## src/rtl/seq_magnitude_comparator_if.sv

```systemverilog
// rtl/seq_magnitude_comparator_if.sv - request/result bundle for the sequential magnitude comparator
//
// Purpose: groups the comparison request (start, a, b, signed_mode) and the
// registered status/result (busy, done, greater, equal, less) into one
// interface.
// Ports (signals):
//   start        master -> slave  request a comparison
//   a, b         master -> slave  operands, WIDTH bits
//   signed_mode  master -> slave  1 = two's-complement, 0 = unsigned
//   busy         slave -> master  comparison in progress
//   done         slave -> master  one-cycle result strobe
//   greater      slave -> master  A > B
//   equal        slave -> master  A == B
//   less         slave -> master  A < B
interface seq_magnitude_comparator_if #(
  parameter int WIDTH = 16
);
  logic             start;
  logic [WIDTH-1:0] a;
  logic [WIDTH-1:0] b;
  logic             signed_mode;
  logic             busy;
  logic             done;
  logic             greater;
  logic             equal;
  logic             less;

  modport master (
    output start, a, b, signed_mode,
    input  busy, done, greater, equal, less
  );

  modport slave (
    input  start, a, b, signed_mode,
    output busy, done, greater, equal, less
  );
endinterface

```

## src/rtl/seq_magnitude_comparator.sv

```systemverilog
// rtl/seq_magnitude_comparator.sv - chunk-serial signed/unsigned magnitude comparator
//
// Purpose: compares two WIDTH-bit operands CHUNK bits per clock, MSB chunk
// first. The first differing chunk decides the result.
// Option macro: SEQ_CMP_EARLY_EXIT_EN - when defined, the comparison ends on
// the edge that sees the first differing chunk; otherwise all N chunks are
// always scanned (fixed latency N = WIDTH/CHUNK).
// Ports:
//   clk  rising-edge clock
//   rst  asynchronous active-high reset
//   cmp  seq_magnitude_comparator_if.slave (start, a, b, signed_mode in;
//        busy, done, greater, equal, less out, all outputs registered)
module seq_magnitude_comparator #(
  parameter int WIDTH = 16,
  parameter int CHUNK = 4
) (
  input logic                      clk,
  input logic                      rst,
  seq_magnitude_comparator_if.slave cmp
);
  localparam int N     = WIDTH / CHUNK;
  localparam int IDX_W = (N > 1) ? $clog2(N) : 1;

  typedef enum logic {
    IDLE,
    COMPARE
  } state_t;

  state_t             state;
  logic [IDX_W-1:0]   idx;
  // Operands are shifted left each cycle so the chunk under test is always
  // at the top; idx tracks which chunk that is.
  logic [WIDTH-1:0]   a_sh;
  logic [WIDTH-1:0]   b_sh;
  logic               gt_q;
  logic               lt_q;
  logic               busy_q;
  logic               done_q;
  logic               greater_q;
  logic               equal_q;
  logic               less_q;

  logic [CHUNK-1:0]   a_chunk;
  logic [CHUNK-1:0]   b_chunk;
  logic               chunk_gt;
  logic               chunk_lt;
  logic               next_gt;
  logic               next_lt;
  logic               last;
  logic [WIDTH-1:0]   msb_flip;

  always_comb begin
    a_chunk  = a_sh[WIDTH-1 -: CHUNK];
    b_chunk  = b_sh[WIDTH-1 -: CHUNK];
    chunk_gt = a_chunk > b_chunk;
    chunk_lt = a_chunk < b_chunk;
    // A decision already taken is sticky; only an undecided compare may
    // pick up the current chunk's verdict.
    next_gt  = gt_q | (~lt_q & chunk_gt);
    next_lt  = lt_q | (~gt_q & chunk_lt);
`ifdef SEQ_CMP_EARLY_EXIT_EN
    last     = (idx == '0) | chunk_gt | chunk_lt;
`else
    last     = (idx == '0);
`endif
    // Flipping both MSBs maps two's-complement order onto unsigned order.
    msb_flip = {cmp.signed_mode, {(WIDTH-1){1'b0}}};
  end

  always_ff @(posedge clk or posedge rst) begin
    if (rst) begin
      state     <= IDLE;
      idx       <= '0;
      a_sh      <= '0;
      b_sh      <= '0;
      gt_q      <= 1'b0;
      lt_q      <= 1'b0;
      busy_q    <= 1'b0;
      done_q    <= 1'b0;
      greater_q <= 1'b0;
      equal_q   <= 1'b0;
      less_q    <= 1'b0;
    end else begin
      done_q <= 1'b0;
      case (state)
        IDLE: begin
          if (cmp.start) begin
            a_sh   <= cmp.a ^ msb_flip;
            b_sh   <= cmp.b ^ msb_flip;
            idx    <= IDX_W'(N - 1);
            gt_q   <= 1'b0;
            lt_q   <= 1'b0;
            busy_q <= 1'b1;
            state  <= COMPARE;
          end
        end
        COMPARE: begin
          if (last) begin
            greater_q <= next_gt;
            less_q    <= next_lt;
            equal_q   <= ~next_gt & ~next_lt;
            done_q    <= 1'b1;
            busy_q    <= 1'b0;
            idx       <= '0;
            state     <= IDLE;
          end else begin
            gt_q <= next_gt;
            lt_q <= next_lt;
            a_sh <= a_sh << CHUNK;
            b_sh <= b_sh << CHUNK;
            idx  <= idx - 1'b1;
          end
        end
        default: state <= IDLE;
      endcase
    end
  end

  assign cmp.busy    = busy_q;
  assign cmp.done    = done_q;
  assign cmp.greater = greater_q;
  assign cmp.equal   = equal_q;
  assign cmp.less    = less_q;
endmodule

```

## src/flat_wrapper.sv

```systemverilog
// flat-port wrapper written by rule: the top's interface ports become plain ports
module seq_magnitude_comparator_flat 
#(
  parameter int WIDTH = 16,
  parameter int CHUNK = 4
)
  (clk, rst, cmp_start, cmp_a, cmp_b, cmp_signed_mode, cmp_busy, cmp_done, cmp_greater, cmp_equal, cmp_less);
  seq_magnitude_comparator_if #(.WIDTH(WIDTH)) cmp_i ();
  input logic clk;
  input logic rst;
  input wire logic [$bits(cmp_i.start)-1:0] cmp_start;
  input wire logic [$bits(cmp_i.a)-1:0] cmp_a;
  input wire logic [$bits(cmp_i.b)-1:0] cmp_b;
  input wire logic [$bits(cmp_i.signed_mode)-1:0] cmp_signed_mode;
  output wire logic [$bits(cmp_i.busy)-1:0] cmp_busy;
  output wire logic [$bits(cmp_i.done)-1:0] cmp_done;
  output wire logic [$bits(cmp_i.greater)-1:0] cmp_greater;
  output wire logic [$bits(cmp_i.equal)-1:0] cmp_equal;
  output wire logic [$bits(cmp_i.less)-1:0] cmp_less;
  assign cmp_i.start = cmp_start;
  assign cmp_i.a = cmp_a;
  assign cmp_i.b = cmp_b;
  assign cmp_i.signed_mode = cmp_signed_mode;
  assign cmp_busy = cmp_i.busy;
  assign cmp_done = cmp_i.done;
  assign cmp_greater = cmp_i.greater;
  assign cmp_equal = cmp_i.equal;
  assign cmp_less = cmp_i.less;
  seq_magnitude_comparator #(.WIDTH(WIDTH), .CHUNK(CHUNK)) u_core (.clk(clk), .rst(rst), .cmp(cmp_i));
endmodule
```

## config.mk

```make
export PLATFORM = sky130hd
export DESIGN_NAME = seq_magnitude_comparator_flat
export DESIGN_NICKNAME = d
export VERILOG_FILES = /design/src/rtl/seq_magnitude_comparator_if.sv /design/src/rtl/seq_magnitude_comparator.sv /design/src/flat_wrapper.sv
export SDC_FILE = /design/constraint.sdc
export NUM_CORES = 1
export LEC_CHECK = 0
export ABC_AREA = 1
export BUFFER_PORTS_ARGS = -buffer_cell sky130_fd_sc_hd__buf_2
export CORE_ASPECT_RATIO = 2
export CORE_MARGIN = 2
export CORE_UTILIZATION = 40
export CTS_CLUSTER_SIZE = 30
export DETAILED_ROUTE_END_ITERATION = 8
export PLACE_DENSITY = 0.65
export SETUP_SLACK_MARGIN = 0.02
export SLEW_MARGIN = 20
export SYNTH_ARGS = -nofsm -noshare
export SYNTH_HDL_FRONTEND = slang
export SYNTH_SLANG_ARGS = --single-unit
export TNS_END_PERCENT = 100
```

## constraint.sdc

```tcl
create_clock -name clk -period 1.45 [get_ports clk]
set_input_delay 0.29 -clock clk [delete_from_list [all_inputs] [get_ports clk]]
set_output_delay 0.29 -clock clk [all_outputs]
set_load 0.02 [all_outputs]
```

==> results.toml <==
[cells_and_area]
stdcell_area_mm2 = 0.00234
nNetsFinal = 295
num_antenna_cells = 0
regArea_mm2 = 0.00105
drive_gt1_share_pct = 25.8
multi_input_area_um2 = 749
n_fill_cell = 472
largestRegisters = "u_core.a_sh x16, u_core.b_sh x16, u_core.idx x2"
areaGrowthSynthToFinish_pct = 22.2

[setup_path]
path_buf_inv = 1
path_cells = "o21ai_4 > nand2_4 > buf_12 > nor2_1 > a31oi_1"
required_ps = 1610
startpoint_type = "flip-flop"
crit_path_end_kind = "flip-flop"
worst-path-max-fanout = 17
rr_startpoint = "u_core.idx[1]"
slowest_stage = "dfrtp_1"
crit_family = "flip-flops"
crit_type = "reg2reg"
arrival_ps = 1490
setup.worst_path.start = "u_core.idx[1]"
max_stage_delay_ps = 460

[logic_synthesis]
synth_nets = 251
synth_top_cell_by_area = "dfrtp_1"
synth.most_common_cell = "nand2_1"
synth-edff-count = 0
synth_top_area_share_pct = 54.9
seq_area_frac_synth_pct = 54.9
syn_area_per_cell_um2 = 9.07
async_flop_share_pct = 100
synthTopCellsByArea = "dfrtp_1 (55%), nand2_1 (11%), a31oi_1 (7.5%)"
synth_cells = 211
syn-cell-area_mm2 = 0.00191
ys_types = 26
ys_ff_latch = 42
synth_top_cells_by_count = "nand2_1 (58), dfrtp_1 (42), nor2_1 (28)"
yosys_warnings = 0
ys.flop_type = "dfrtp_1"

[sta]
finalCriticalPeriod_ps = 1320
hold_viol = 0
skew_ps = 3.07
grt_setup_unrepaired = "no"
max_slew_margin_pct = 83.4
setup_slack_ps = 127
final-setup-viol-count = 0
slew_violations = 0
post-route-period-util_pct = 91.3
max_freq_mhz = 756
worst_pin_slew_ps = 249
setup_tns_ps = 0

[power_and_ir_drop]
power_frac_clock_pct = 13.9
power_density_mw_per_mm2 = 2370
p_leak_nw = 1.16
p_int_mw = 3.29
peakVddDrop_v = 0.00116
switching_share_pct = 40.6
power_mw = 5.54
combPwrFrac_pct = 47.8
power.net_switching_mw = 2.25
pwr-share-seq_pct = 38.3

[global_routing]
grt_usage_pct = 16.8
grt_remaining_overflow = 0
grt_max_degree = 43
antenna_found_initial = 0
grt_pass1_vias = 1513
grt_pass1_wl_mm = 6.60

[worst_hold_path]
hp-class = "in2async"

[cts]
clock_sink_count = 42
cts_tree = "done"
insertion_delay_ps = 290
clk_pin_slew_ps = 80
cts_buffer_depth = 2
clockRootBuffer = "clkbuf_8"
cts_made_buffers = 5
cts_hold_buf = 0
h-tree-depth = 2

[route]
vias = 1556
routed_via_density = 5.00
post-route-drc-count = 0
wl_per_cell_um = 12.5
drt_iter0_markers = 21
drtAntennaViolNets = 0
dr.pass1.iters = 4
drt-total-wl_mm = 3.90

[die]
rows = 35
coreArea_mm2 = 0.00460
dieArea_mm2 = 0.00539
die_width_um = 52.9
initial_utilization_pct = 41.6
fp.dieH_um = 102
io-pin-count = 41

[placement]
gp_congestion = 0.735
dp_hpwl_mm = 2.74
place_ws_ps = 58.4
placed_area_mm2 = 0.00220
port_buffers = 40

[run_status]
status = "completed"

[run]
drv_cap = 0
-- layer usage --
metal / routed length (um) / GRT usage [%]
met1: 1540 / 18.3
met2: 2100 / 29.8
met3: 164 / 3.22
met4: 91 / 8.28
met5: 0 / 0
-- final cells by class --
cell class | count | share of cell area (%)
Inverter | 16 | 2.67
Multi-Input combinational cell | 142 | 32.0
Clock inverter | 1 | 0.214
Clock buffer | 7 | 3.69
Tap cell | 55 | 2.94
Sequential cell | 42 | 45.0
Timing Repair Buffer | 48 | 13.5
-- cell families (layout without fill, tap and decap cells) --
kind of cell / Yosys count / after routing / synth area share [%]
AO/OA/AOI/OAI: 44 / 44 / 15.4
buffers and inverters: 27 / 72 / 6.86
AND/OR/NAND/NOR: 92 / 92 / 19.3
flip-flops: 42 / 42 / 54.9
adder cells (fa/ha/maj): 4 / 4 / 2.61
XOR/XNOR: 2 / 2 / 0.915
-- placed cells by master (no fill, tap or decap), types with 2 or more instances in the layout --
cell and instances:
a21oi_1 2, clkbuf_8 6, ha_1 4, buf_4 4, buf_12 3, nor2_1 28, inv_1 14, a31oi_1 23
nand2_1 56, o21ai_0 5, a22oi_1 2, dfrtp_1 41, buf_2 40, nand2_2 3, a22o_1 8
-- power groups by stage --
stage               clock, mW  combinational (mW)  sequential (mW)
detailed placement          0                2.48             2.13
finish                  0.770                2.65             2.12
global placement            0                2.44             2.12
floorplan                   0                1.90             2.11
CTS                     0.793                2.48             2.11
global route            0.831                3.07             2.20
-- through the flow --
step           utilization [%]  cells  hold WS, ps
6_report                  50.9    311         37.5
5_1_grt                   50.9    311         56.4
4_1_cts                   49.8    309         47.5
3_5_place_dp              47.8    301          367
3_3_place_gp              47.8    301          366
2_1_floorplan                -    211          429
-- worst register-to-register path: stages (launching register included) --
cell and delay, ps:
dfrtp_1 460, o21ai_4 230, nand2_4 130, buf_12 170, nor2_1 130, a31oi_1 80
-- final timing paths --
path,slack [ps],cells after the start,end
min in group clk,210,2,u_core.a_sh[1]
worst min register to register,490,1,u_core.cmp.less
max in group asynchronous,1190,3,u_core.state
worst min-delay path,40,3,u_core.b_sh[5]
worst max-delay path,130,5,u_core.b_sh[13]
worst max register to register,130,5,u_core.b_sh[13]
-- repair_timing --
item | in CTS | in global routing
endpoints found under the setup margin | 0 | 8
buffers inserted | 0 | 1
resized for setup | 0 | 5
endpoints found under the hold margin | 0 | 0
No activity file was read; power rests on OpenSTA's default activity.
